===== src/rtl/vga_pixel_unpack_pkg.sv =====
`default_nettype none
// ============================================================================
// Module   : vga_pixel_unpack_pkg
// Purpose  : Shared colour-mode encodings, pixels-per-word constants, the
//            unpacker state encoding and a last-index helper for the
//            frame-buffer pixel unpack path.
// Revision : 1.0 - initial release
// ============================================================================
package vga_pixel_unpack_pkg;

   // Width of one output colour channel
   localparam int COLOR_W = 8;

   // Width of the pixel index inside a held word
   localparam int IDX_W = 3;

   // Colour modes as presented on mode_i; the reserved code decodes as xRGB8888
   typedef enum logic [1:0] {
      MODE_RGB565   = 2'b00,
      MODE_XRGB8888 = 2'b01,
      MODE_GRAY8    = 2'b10,
      MODE_RSVD     = 2'b11
   } pix_mode_e;

   // Pixels carried by one 64-bit frame-buffer word in each mode
   localparam int PPW_RGB565   = 4;
   localparam int PPW_XRGB8888 = 2;
   localparam int PPW_GRAY8    = 8;

   // Unpacker occupancy: EMPTY holds no word, HOLD has pixels left to emit
   typedef enum logic {
      ST_EMPTY = 1'b0,
      ST_HOLD  = 1'b1
   } unpack_state_e;

   // Index of the final pixel within a word for the given mode
   function automatic logic [IDX_W-1:0] last_index(input logic [1:0] mode);
      logic [IDX_W-1:0] idx;
      case (mode)
         MODE_RGB565: idx = IDX_W'(PPW_RGB565 - 1);
         MODE_GRAY8:  idx = IDX_W'(PPW_GRAY8 - 1);
         default:     idx = IDX_W'(PPW_XRGB8888 - 1);
      endcase
      return idx;
   endfunction

endpackage
`default_nettype wire


===== src/rtl/vga_pixel_unpack_decode.sv =====
`default_nettype none
// ============================================================================
// Module   : vga_pixel_unpack_decode
// Purpose  : Combinational decode of one pixel from a packed frame-buffer
//            word, selected by pixel index and colour mode, to RGB888.
//            Shared with the test-pattern path.
// Revision : 1.0 - initial release
// ============================================================================
module vga_pixel_unpack_decode
   import vga_pixel_unpack_pkg::*;
#(
   parameter int WORD_WIDTH = 64
) (
   input  logic [WORD_WIDTH-1:0] word_i,
   input  logic [IDX_W-1:0]      idx_i,
   input  logic [1:0]            mode_i,
   output logic [COLOR_W-1:0]    r_o,
   output logic [COLOR_W-1:0]    g_o,
   output logic [COLOR_W-1:0]    b_o
);

   logic [15:0]        px16;
   logic [7:0]         shamt32;
   logic [COLOR_W-1:0] x_r;
   logic [COLOR_W-1:0] x_g;
   logic [COLOR_W-1:0] x_b;
   logic [COLOR_W-1:0] gray;

   // Extract the addressed pixel field for each packing; pixel 0 sits at the LSBs
   always_comb begin
      px16    = 16'(word_i >> {idx_i, 4'b0000});
      shamt32 = {idx_i, 5'b00000};
      x_b     = COLOR_W'(word_i >> shamt32);
      x_g     = COLOR_W'(word_i >> (shamt32 + 8'd8));
      x_r     = COLOR_W'(word_i >> (shamt32 + 8'd16));
      gray    = COLOR_W'(word_i >> {idx_i, 3'b000});
   end

   // Select the mode; RGB565 channels widen by replicating their MSBs into the LSBs
   always_comb begin
      r_o = '0;
      g_o = '0;
      b_o = '0;
      case (mode_i)
         MODE_RGB565: begin
            r_o = {px16[15:11], px16[15:13]};
            g_o = {px16[10:5],  px16[10:9]};
            b_o = {px16[4:0],   px16[4:2]};
         end
         MODE_GRAY8: begin
            r_o = gray;
            g_o = gray;
            b_o = gray;
         end
         default: begin
            r_o = x_r;
            g_o = x_g;
            b_o = x_b;
         end
      endcase
   end

endmodule
`default_nettype wire


===== src/rtl/vga_pixel_unpack.sv =====
`default_nettype none
// ============================================================================
// Module   : vga_pixel_unpack
// Purpose  : Pops packed frame-buffer words from the tx FIFO and presents
//            them one pixel at a time to the timing core, with zero-bubble
//            back-to-back word loading, flush and underrun reporting.
// Revision : 1.0 - initial release
// ============================================================================
module vga_pixel_unpack
   import vga_pixel_unpack_pkg::*;
#(
   parameter int WORD_WIDTH = 64
) (
   input  logic                  clk_i,
   input  logic                  rst_n_i,
   input  logic                  en_i,
   input  logic                  flush_i,
   input  logic [1:0]            mode_i,
   input  logic                  word_valid_i,
   output logic                  word_ready_o,
   input  logic [WORD_WIDTH-1:0] word_data_i,
   output logic                  pix_valid_o,
   input  logic                  pix_ready_i,
   output logic [COLOR_W-1:0]    pix_r_o,
   output logic [COLOR_W-1:0]    pix_g_o,
   output logic [COLOR_W-1:0]    pix_b_o,
   output logic                  underrun_o
);

   unpack_state_e         state_q, state_d;
   logic [IDX_W-1:0]      idx_q, idx_d;
   logic [WORD_WIDTH-1:0] word_q, word_d;
   logic [1:0]            mode_q, mode_d;
   logic                  underrun_q, underrun_d;

   logic active;
   logic full;
   logic last;
   logic xfer;
   logic last_xfer;
   logic pop;

   // Handshake terms; flush or disable blocks any pop, and reset blocks it immediately
   always_comb begin
      active    = en_i & ~flush_i;
      full      = (state_q == ST_HOLD);
      last      = (idx_q == last_index(mode_q));
      xfer      = full & pix_ready_i;
      last_xfer = xfer & last;
      pop       = rst_n_i & active & word_valid_i & (~full | last_xfer);
   end

   assign word_ready_o = pop;
   assign pix_valid_o  = full;
   assign underrun_o   = underrun_q;

   // Next state: flush dominates, then word load, then pixel advance
   always_comb begin
      state_d    = state_q;
      idx_d      = idx_q;
      word_d     = word_q;
      mode_d     = mode_q;
      underrun_d = active & pix_ready_i & ~full;
      if (!active) begin
         state_d = ST_EMPTY;
         idx_d   = '0;
      end else if (pop) begin
         state_d = ST_HOLD;
         idx_d   = '0;
         word_d  = word_data_i;
         mode_d  = mode_i;
      end else if (last_xfer) begin
         state_d = ST_EMPTY;
         idx_d   = '0;
      end else if (xfer) begin
         idx_d   = idx_q + IDX_W'(1);
      end
   end

   // State registers with asynchronous clear
   always_ff @(posedge clk_i or negedge rst_n_i) begin
      if (!rst_n_i) begin
         state_q    <= ST_EMPTY;
         idx_q      <= '0;
         word_q     <= '0;
         mode_q     <= MODE_RGB565;
         underrun_q <= 1'b0;
      end else begin
         state_q    <= state_d;
         idx_q      <= idx_d;
         word_q     <= word_d;
         mode_q     <= mode_d;
         underrun_q <= underrun_d;
      end
   end

   vga_pixel_unpack_decode #(
      .WORD_WIDTH (WORD_WIDTH)
   ) u_decode (
      .word_i (word_q),
      .idx_i  (idx_q),
      .mode_i (mode_q),
      .r_o    (pix_r_o),
      .g_o    (pix_g_o),
      .b_o    (pix_b_o)
   );

endmodule
`default_nettype wire


===== config.mk =====
export PLATFORM = sky130hd
export DESIGN_NAME = vga_pixel_unpack
export DESIGN_NICKNAME = d
export VERILOG_FILES = /design/src/rtl/vga_pixel_unpack_pkg.sv /design/src/rtl/vga_pixel_unpack_decode.sv /design/src/rtl/vga_pixel_unpack.sv
export SDC_FILE = /design/constraint.sdc
export NUM_CORES = 1
export LEC_CHECK = 0
export ABC_AREA = 1
export CORE_UTILIZATION = 51
export DETAILED_ROUTE_END_ITERATION = 10
export GPL_TIMING_DRIVEN = 1
export PLACE_DENSITY = 0.81
export SYNTH_ARGS = -nofsm -noshare
export SYNTH_HDL_FRONTEND = slang
export SYNTH_SLANG_ARGS = --single-unit

===== constraint.sdc =====
create_clock -name clk_i -period 2.7 [get_ports clk_i]
set_clock_uncertainty 0.15 [all_clocks]
set_input_delay 0.54 -clock clk_i [delete_from_list [all_inputs] [get_ports clk_i]]
set_output_delay 0.54 -clock clk_i [all_outputs]
set_load 0.005 [all_outputs]

==> Yosys cells after proc, flatten, opt, wreduce, memory -nomap -nowiden <==
Index checks and enable logic that the tools add are counted.
{ "totals": {"out_inout_bits": 27, "reg_bits": 71, "elab_cells": 41, "input_bits": 72} }
{ "classes": {"bitwise_logic": 11, "shift": 5, "addsub": 3, "mux": 11, "n_eq_ne": 4, "reduce_logical": 2} }
{ "op_table": {"columns": ["operator", "n"], "rows": [
  ["right shift 64 x 8 -> 8 bit", 3],
  ["right shift 64 x 6 -> 8 bit", 1],
  ["right shift 64 x 7 -> 16 bit", 1],
  ["case mux 8 bit (2 select lines)", 3],
  ["2-to-1 mux 3 bit", 4],
  ["adder 8 x 4 -> 8 bit (second input constant)", 1],
  ["adder 8 x 5 -> 8 bit (second input constant)", 1],
  ["AND 1 bit", 8],
  ["case mux 3 bit (2 select lines)", 1],
  ["!= test 4 x 2 -> 1 bit (second input constant)", 1],
  ["adder 3 x 1 -> 3 bit (second input constant)", 1],
  ["== test 3 bit", 1],
  ["2-to-1 mux 1 bit", 3],
  ["!= test 3 x 2 -> 1 bit (second input constant)", 1],
  ["== test 2 bit (second input constant)", 1],
  ["logical NOT 2 bit", 1],
  ["inverter 1 bit", 2],
  ["AND reduction 2 bit", 1],
  ["bitwise OR 1 bit", 1]
]} }

==> Logic depth before layout (Yosys ltp) <==
Gate-level depths: netlist of the first run.
{ "logic_depth": {"ltp_word": 8, "mapped_depth": 11} }

==> Cells and area by module <==
From an unflattened synthesis of the first run, not the netlist that was laid out.
{ "hier_totals": {"hier_cells": 716, "area_unflattened_um2": 4513.1} }
{ "modules_own_cells": {"columns": ["mod", "seq_area_each_um2", "cells_each", "area_each_um2", "n_inst"], "rows": [
  ["vga_pixel_unpack", 1776.7, 319, 2788.9, 1],
  ["vga_pixel_unpack_decode", 0.0, 397, 1724.2, 1]
]} }

==> Least setup slack after synthesis of the first run <==
No wires, ideal clock.
{ "synth_path": {"path_kind": "flip-flop to output port", "start": "reg idx_q[1]", "end": "out pix_b_o[7]", "arrival_ns": 1.463, "path_stages_with_launch": 9, "t_required_ns": 2.010, "n_path_buf": 2, "setup_slack_ns": 0.547, "path_cell_list": "dfrtp_1 > inv_1 > clkbuf_1 > clkbuf_1 > o211ai_1 > nand3_1 > o21ai_0 > inv_1 > nand3_1"} }
{ "synth_between": {"elab_chain_cells": 2} }
{ "synth_lines": {"columns": ["element", "line", "rtl"], "rows": [
  ["from (decl)", "vga_pixel_unpack.sv:31", "logic [IDX_W-1:0] idx_q, idx_d;"],
  ["from (signal assigned)", "vga_pixel_unpack.sv:90", "idx_q <= idx_d;"],
  ["right shift 64 x 8 -> 8 bit (tied with other cells)", "vga_pixel_unpack_decode.sv:33", "x_b = COLOR_W'(word_i >> shamt32);"],
  ["case mux 8 bit (2 select lines) *", "vga_pixel_unpack_decode.sv:44", "case (mode_i)"],
  ["to (decl)", "vga_pixel_unpack.sv:26", "output logic [COLOR_W-1:0] pix_b_o,"]
]} }
Every way passes the cells marked *; elsewhere a longest branch is shown, timed or not.

==> Worst setup path after layout of the first run <==
{ "layout_path": {"start": "reg idx_q[0]", "end": "out pix_g_o[6]"} }
{ "layout_between": {"elab_chain_cells": 3} }
{ "layout_lines": {"columns": ["element", "line", "rtl"], "rows": [
  ["adder 8 x 4 -> 8 bit", "vga_pixel_unpack_decode.sv:34", "x_g = COLOR_W'(word_i >> (shamt32 + 8'd8));"],
  ["right shift 64 x 8 -> 8 bit", "vga_pixel_unpack_decode.sv:34", null],
  ["case mux 8 bit (2 select lines) *", "vga_pixel_unpack_decode.sv:44", null],
  ["to (decl)", "vga_pixel_unpack.sv:25", "output logic [COLOR_W-1:0] pix_g_o,"]
]} }
Marks and branches as above.

==> metrics.md, run 1 <==
| Metric | Value |
|---|---|
| Worst slew pin tran | 0.897 ns |
| Share of cells above drive strength 1 | 0.140 |
| VDD IR max | 383 uV |
| TritonCTS clock tree | yes |
| Synthesized cell area | 4210 um2 |
| Remaining antenna violation count | 0 |
| Min-Delay Path Class | in2async |
| RSZ-0062 raised after global routing | true |
| Worst-skew pair later-pin latency | 0.35 ns |
| Worst path required time | 2.01 ns |
| Max clock buf depth | 2 |
| Number of maximum-capacitance violations | 0 |
| Clock Pin Slew Worst Setup and Hold Paths | 0.08 ns |
| Pint | 2.23 mW |
| CTS sink count | 71 |
| Critical Path Slowest Stage Cell | clkdlybuf4s50_1 |
| Drt pass-1 iters | 6 |
| Wirelength per Cell | 17.8 um |
| Setup_tns | -0.905 ns |
| DRC Markers | 0 |
| Initial Utilization | 0.537 |
| Core ar. | 7850 um2 |
| RD Place Congestion | 0.959 |
| Hold_ws | 0.302 ns |
| Synth area leaders | dfrtp_1, nand2_1, nand3_1 |
| Leading area contributor after synthesis | dfrtp_1 |
| Number of DRC markers in iteration 0 | 437 |
| Pleak | 3.08 nW |
| Crit path max-delay family | buffers and inverters |
| Io pins | 99 |
| PnR worst setup slack | -0.174 ns |
| Syn nets | 703 |
| Total Routed Length | 15.3 mm |
| Switching Share | 0.350 |
| PwrDens | 584 nW/um2 |
| Total power | 3.44 mW |
| Synth unique cells | 29 |
| Total area of sequential cells | 1780 um2 |
| Post-synth top area share | 0.422 |
| Crit path time final | 2.87 ns |
| Logic pwr share | 0.336 |
| CTS buffer count | 9 |
| Area of the multi-input gates | 2200 um2 |
| Register area share after synthesis | 0.422 |
| Vias in the first global route | 4,817 |
| Site row count | 32 |
| Synth Register Bits | 71 |
| Largest fanout on the critical path | 15 |
| Endpoints failing hold | 0 |
| # port buffers | 98 |
| H-tree Lvls | 3 |
| Cells after Synth | 630 |
| Metal2 WL | 7.19 mm |
| Initial antenna violation count | 0 |
| Ant. Diodes | 0 |
| Pre-CTS setup slack | -0.148 ns |
| Crit-path cells | buf_12, buf_12, nand2_1, a31oi_1, o21ai_0, nand2_1, nand2_1, nand3_1, clkdlybuf4s50_1 |
| Max Clk Rate | 348 MHz |
| Slew headroom | 0.402 |
| Pin count of the biggest net entering global routing | 84 |
| Net Sw Power | 1.20 mW |
| First-pass GRT wire length | 24.0 mm |
| Hold Buf Count CTS | 0 |
| Final period utilization | 1.06 |
| Ys Warns | 0 |
| Fillers | 645 |
| Crit Path Category | reg2out |
| Die area | 8630 um2 |
| GRT overflow | 0 |
| Nets | 825 |
| Worst Setup Start Kind | flop |
| Critical path's largest stage delay | 0.50 ns |
| Height of the die | 92.9 um |
| Reg power frac | 0.413 |
| Final setup fails | 6 |
| Highest routed layer | met4 |
| HPWL Detailed | 10.2 mm |
| Slew Limit Fails | 0 |
| Met3 wire length | 1.31 mm |
| Failing checks | setup timing |
| Critical Path Most Common Cell | nand2_1 |
| Via density | 5.74 |
| Critical Path AT | 2.18 ns |
| Status | finished, violations left |
| Area grow syn2layout | 39.6% |
| Critical path buffers and inverters | 3 |
| Total track usage | 0.366 |
| DIE WIDTH | 92.9 um |
| Vias post-DR | 4,928 |
| Syn_area_per_cell | 6.69 um2 |
| Root Buffer | clkbuf_8 |
| Clk network pwr share | 0.252 |
| Met1 wire length | 6.11 mm |
| CP Capture Type | output port |
metal layers:
| layer | vias up | track usage |
|---|---|---|
| li1 | 2265 | - |
| met1 | 2279 | 0.457 |
| met2 | 311 | 0.614 |
| met3 | 73 | 0.0657 |
| met4 | 0 | 0.172 |
| met5 | - | 0 |
registers in the layout, summed over array words and instances, names as in the netlist:
| register | count |
|---|---|
| word_q | 64 |
| underrun_o | 1 |
| pix_valid_o | 1 |
| mode_q | 2 |
| idx_q | 3 |
power by group through the flow:
stage	Sequential, mW	Clock (mW)	Combinational [mW]
3_3_place_gp	1.41	0	1.12
5_1_grt	1.43	0.920	1.27
4_1_cts	1.40	0.871	1.14
2_1_floorplan	1.36	0	0.553
3_5_place_dp	1.42	0	1.14
6_report	1.42	0.865	1.15
synth_stat cells (all sizes together):
master,number
o211ai,12
a22oi,3
nor3,1
a21oi,12
a21boi,3
xnor2,1
nor2,14
o21ai,48
buf,16
o2111ai,3
o22ai,1
nand2,322
a31oi,1
or2,1
nand3,62
clkbuf,18
a21o,1
ha,1
o21a,1
nand4,3
inv,35
dfrtp,71
placed cells by master (no fill, tap or decap), types with 2 or more instances in the layout:
cell type	Yosys	routed
a22oi_1	3	3
o21ai_0	34	27
dfrtp_2	0	2
dlymetal6s2s_1	0	7
dfrtp_1	71	69
buf_6	7	3
nor2_1	13	12
inv_1	33	28
clkbuf_8	0	10
nand2_1	321	307
o211ai_1	12	12
inv_2	2	6
a21oi_1	12	11
nand2_4	0	3
clkbuf_2	0	9
clkinvlp_4	0	2
o2111ai_1	3	3
clkdlybuf4s50_1	0	78
buf_12	0	6
clkbuf_16	0	2
nand3_2	0	3
dlygate4sd2_1	0	2
buf_4	0	35
o21ai_1	13	18
nand2_2	1	12
nand4_1	3	3
a21boi_0	3	3
nand3_1	62	59
o21ai_2	1	3
path summary, 6_finish.rpt:
kind                            slack [ns]          to  startpoint  depth (start not counted)
max in group asynchronous             1.48    idx_q[0]     rst_n_i                          2
min in group clk_i                    0.33   word_q[5]   word_q[5]                          2
worst max-delay path                 -0.17  pix_g_o[6]    idx_q[0]                          9
worst max register to register        0.20  word_q[54]    idx_q[0]                         11
worst min-delay path                  0.30   word_q[6]     rst_n_i                          2
worst min register to register        0.33   word_q[5]   word_q[5]                          2
logic make-up (layout without fill, tap and decap cells):
group           after synthesis  after routing  share of synthesized area
compound gates               85             85                      0.117
xor+xnor                      1              1                    0.00208
fa+ha+maj                     1              1                    0.00297
buf+inv                      69            195                     0.0751
flops                        71             71                      0.422
simple gates                403            403                      0.381
area by class of cell:
| cell class | instances | share of cell area |
|---|---|---|
| clock buffer | 10 | 0.0234 |
| timing repair buffer | 145 | 0.245 |
| sequential | 71 | 0.302 |
| inverter | 35 | 0.0232 |
| clock inverter | 5 | 0.00999 |
| multi-input combinational | 490 | 0.375 |
| tap | 102 | 0.0217 |
metrics by stage:
step | utilization | instance area [um2] | instances
finish | 0.750 | 5880 | 858
global route | 0.750 | 5880 | 858
CTS | 0.726 | 5700 | 846
detailed placement | 0.692 | 5430 | 827
global placement | 0.692 | 5430 | 827
floorplan | - | 4210 | 630
worst register-to-register path: stages, from the launching register on:
cell and delay [ns]:
dfrtp_2 0.44, inv_6 0.07, buf_16 0.17, nor2_4 0.12, nand2_1 0.07, o21ai_2 0.17, nand2_2 0.13, inv_2 0.09
buf_4 0.10, buf_4 0.59, nand2_1 0.17, o21ai_1 0.13
what timing repair did:
action	CTS	global route
pin swaps	2	14
resized for setup	21	60
buffers inserted	3	10
setup endpoints to repair	25	25
gates cloned	1	2
(Power assumes the default switching activity.)
==> inputs of run 2 (changes only) <==
--- a/config.mk
+++ b/config.mk
@@ -6,6 +6,7 @@
 export NUM_CORES = 1
 export LEC_CHECK = 0
 export ABC_AREA = 1
+export CORE_ASPECT_RATIO = 1.5
 export CORE_UTILIZATION = 51
 export DETAILED_ROUTE_END_ITERATION = 10
 export GPL_TIMING_DRIVEN = 1
==> metrics.md, run 2 (synthesis results as in run 1) <==
| Metric | Value |
|---|---|
| Number of DRC markers in iteration 0 | 499 (+14%) |
| Largest register FFs | 64 (unchanged) |
| Crit path time final | 2.71 ns (-0.165 ns) |
| Most flops, register | word_q |
| Max Clk Rate | 369 MHz (+6.1%) |
| CP Capture Type | output port |
| Pint | 2.51 mW (+12%) |
| Endpoints failing hold | 0 (unchanged) |
| Worst slew pin tran | 0.900 ns (+0.00381 ns) |
| Crit Path Category | reg2out |
| Register-to-Register Path Depth | 10 (-1) |
| Pleak | 3.12 nW (+1.1%) |
| DIE WIDTH | 76.2 um (-18%) |
| H-tree Lvls | 3 (unchanged) |
| Non-filler instance count after layout | 857 (-0.12%) |
| Net Sw Power | 1.22 mW (+1.4%) |
| Worst-skew pair later-pin latency | 0.34 ns (about the same) |
| Critical Path AT | 2.02 ns (-0.16 ns) |
| CTS buffer count | 9 (unchanged) |
| Top flop regs | word_q (64), idx_q (3), mode_q (2) |
| Total power | 3.73 mW (+8.5%) |
| Share of cells above drive strength 1 | 0.125 (-0.0152) |
| GRT overflow | 0 (unchanged) |
| Clock Pin Slew Worst Setup and Hold Paths | 0.06 ns (-0.02 ns) |
| Root Buffer | clkbuf_16 |
| Switching Share | 0.327 (-0.0229) |
| Vias post-DR | 4,803 (-2.5%) |
| Clk network pwr share | 0.313 (+0.061) |
| Io pins | 99 (unchanged) |
| Vias in the first global route | 4,544 (-5.7%) |
| Pin count of the biggest net entering global routing | 84 (unchanged) |
| Largest fanout on the critical path | 11 (-4) |
| Min-Delay Path Class | in2async |
| Setup_tns | -0.0134 ns (+0.892 ns) |
| Drt pass-1 iters | 7 (+1) |
| Height of the die | 113 um (+22%) |
| # port buffers | 98 (unchanged) |
| Nets | 821 (-0.48%) |
| Slew headroom | 0.400 (-0.00254) |
| Initial Utilization | 0.526 (-0.0107) |
| First-pass GRT wire length | 22.9 mm (-4.6%) |
| Wirelength per Cell | 16.9 um (-4.9%) |
| Critical path's largest stage delay | 0.45 ns (-0.05 ns) |
| Hold Buf Count CTS | 0 (unchanged) |
| Slew Limit Fails | 0 (unchanged) |
| Logic pwr share | 0.306 (-0.030) |
| Initial antenna violation count | 0 (unchanged) |
| Number of maximum-capacitance violations | 0 (unchanged) |
| HPWL Detailed | 10.2 mm (-0.85%) |
| Area after DPL | 5450 um2 (+0.35%) |
| VDD IR max | 436 uV (+14%) |
| Critical Path Slowest Stage Cell | dfrtp_2 |
| Total Routed Length | 14.5 mm (-5.0%) |
| Final core utilization | 0.745 (-0.00484) |
| Failing checks | setup timing |
| Area grow syn2layout | 41.6% |
| PnR worst setup slack | -0.00852 ns (+0.165 ns) |
| Remaining antenna violation count | 0 (unchanged) |
| Most frequent cells in the layout | nand2_1, clkdlybuf4s50_1, dfrtp_1, nand3_1, buf_4 |
| Worst path required time | 2.01 ns (about the same) |
| CTS sink count | 71 (unchanged) |
| TritonCTS clock tree | yes |
| Final period utilization | 1.00 (-0.0613) |
| Fin area | 5970 um2 (+1.4%) |
| DRC Markers | 0 (unchanged) |
| Leading cell type in the layout, fill and taps excluded | nand2_1 |
| Fillers | 646 (+0.16%) |
| Die area | 8640 um2 (about the same) |
| Worst Setup Start Kind | flop |
| PwrDens | 625 nW/um2 (+7.0%) |
| Placed cells | 832 (+0.60%) |
| Critical Path Most Common Cell | nand2_2 |
| Reg power frac | 0.381 (-0.032) |
| Crit-path cells | clkinv_4, buf_12, buf_4, nand2_2, o21ai_0, a22oi_1, nand2_1, nand2_2, nand3_1, dlymetal6s2s_1 |
| Core ar. | 8010 um2 (+2.0%) |
| Total track usage | 0.347 (-0.0198) |
| Ant. Diodes | 0 (unchanged) |
| Via density | 5.60 (-2.4%) |
| RD Place Congestion | 0.955 (-0.40%) |
| Final setup fails | 3 (-3) |
| Status | finished, violations left |
| Site row count | 40 (+25%) |
| Max clock buf depth | 2 (unchanged) |
| RSZ-0062 raised after global routing | true |
-- run 2: repair_timing --
item / 4_1_cts / 5_1_grt
cloned: 2 / 1
pin swaps: 8 / 4
setup buffers: 4 / 3
gates resized for setup: 49 / 21
endpoints found under the setup margin: 25 / 13
-- run 2: cell type report --
class	count	area (um2)	area share
clock buffer	9	225	0.0378
clock inverter	6	62.6	0.0105
inverter	35	139	0.0233
multi-input combinational	490	2190	0.367
sequential	71	1780	0.298
tap	105	131	0.0220
timing repair buffer	141	1440	0.241
-- run 2: power groups by stage --
stage	Sequential, mW	Combinational, mW	Clock (mW)
finish	1.42	1.14	1.17
global route	1.44	1.25	1.22
global placement	1.42	1.11	0
floorplan	1.36	0.553	0
CTS	1.41	1.14	1.17
detailed placement	1.43	1.13	0
-- run 2: worst max-delay path, delay by kind of cell (launching register included) --
| family | cells | cell delay, ns |
|---|---|---|
| AO/OA/AOI/OAI | 2 | 0.24 |
| buffers and inverters | 4 | 0.63 |
| flip-flops | 1 | 0.45 |
| AND/OR/NAND/NOR | 4 | 0.36 |
-- run 2: per-layer routing --
| layer | wire [um] | global-route usage |
|---|---|---|
| met1 | 5640 | 0.422 |
| met2 | 7310 | 0.589 |
| met3 | 955 | 0.0508 |
| met4 | 607 | 0.190 |
| met5 | 0 | 0 |
-- run 2: final timing paths --
kind	slack (ns)	startpoint	endpoint
min reg2reg	0.33	word_q[29]	word_q[29]
max reg2reg	0.25	idx_q[0]	mode_q[0]
min	0.33	rst_n_i	word_q[17]
max in group asynchronous	1.41	rst_n_i	mode_q[0]
min in group clk_i	0.33	word_q[29]	word_q[29]
max	-0.009	idx_q[0]	pix_r_o[0]
-- run 2: metrics by stage --
| step | hold WS, ns | worst slack [ns] |
|---|---|---|
| final | 0.329 | -0.00852 |
| after global routing | 0.349 | -0.0673 |
| after CTS | 0.332 | -0.135 |
| after detailed placement | 0.316 | -0.184 |
| after global placement | 0.314 | -0.140 |
| after floorplan | 0.0944 | 0.547 |
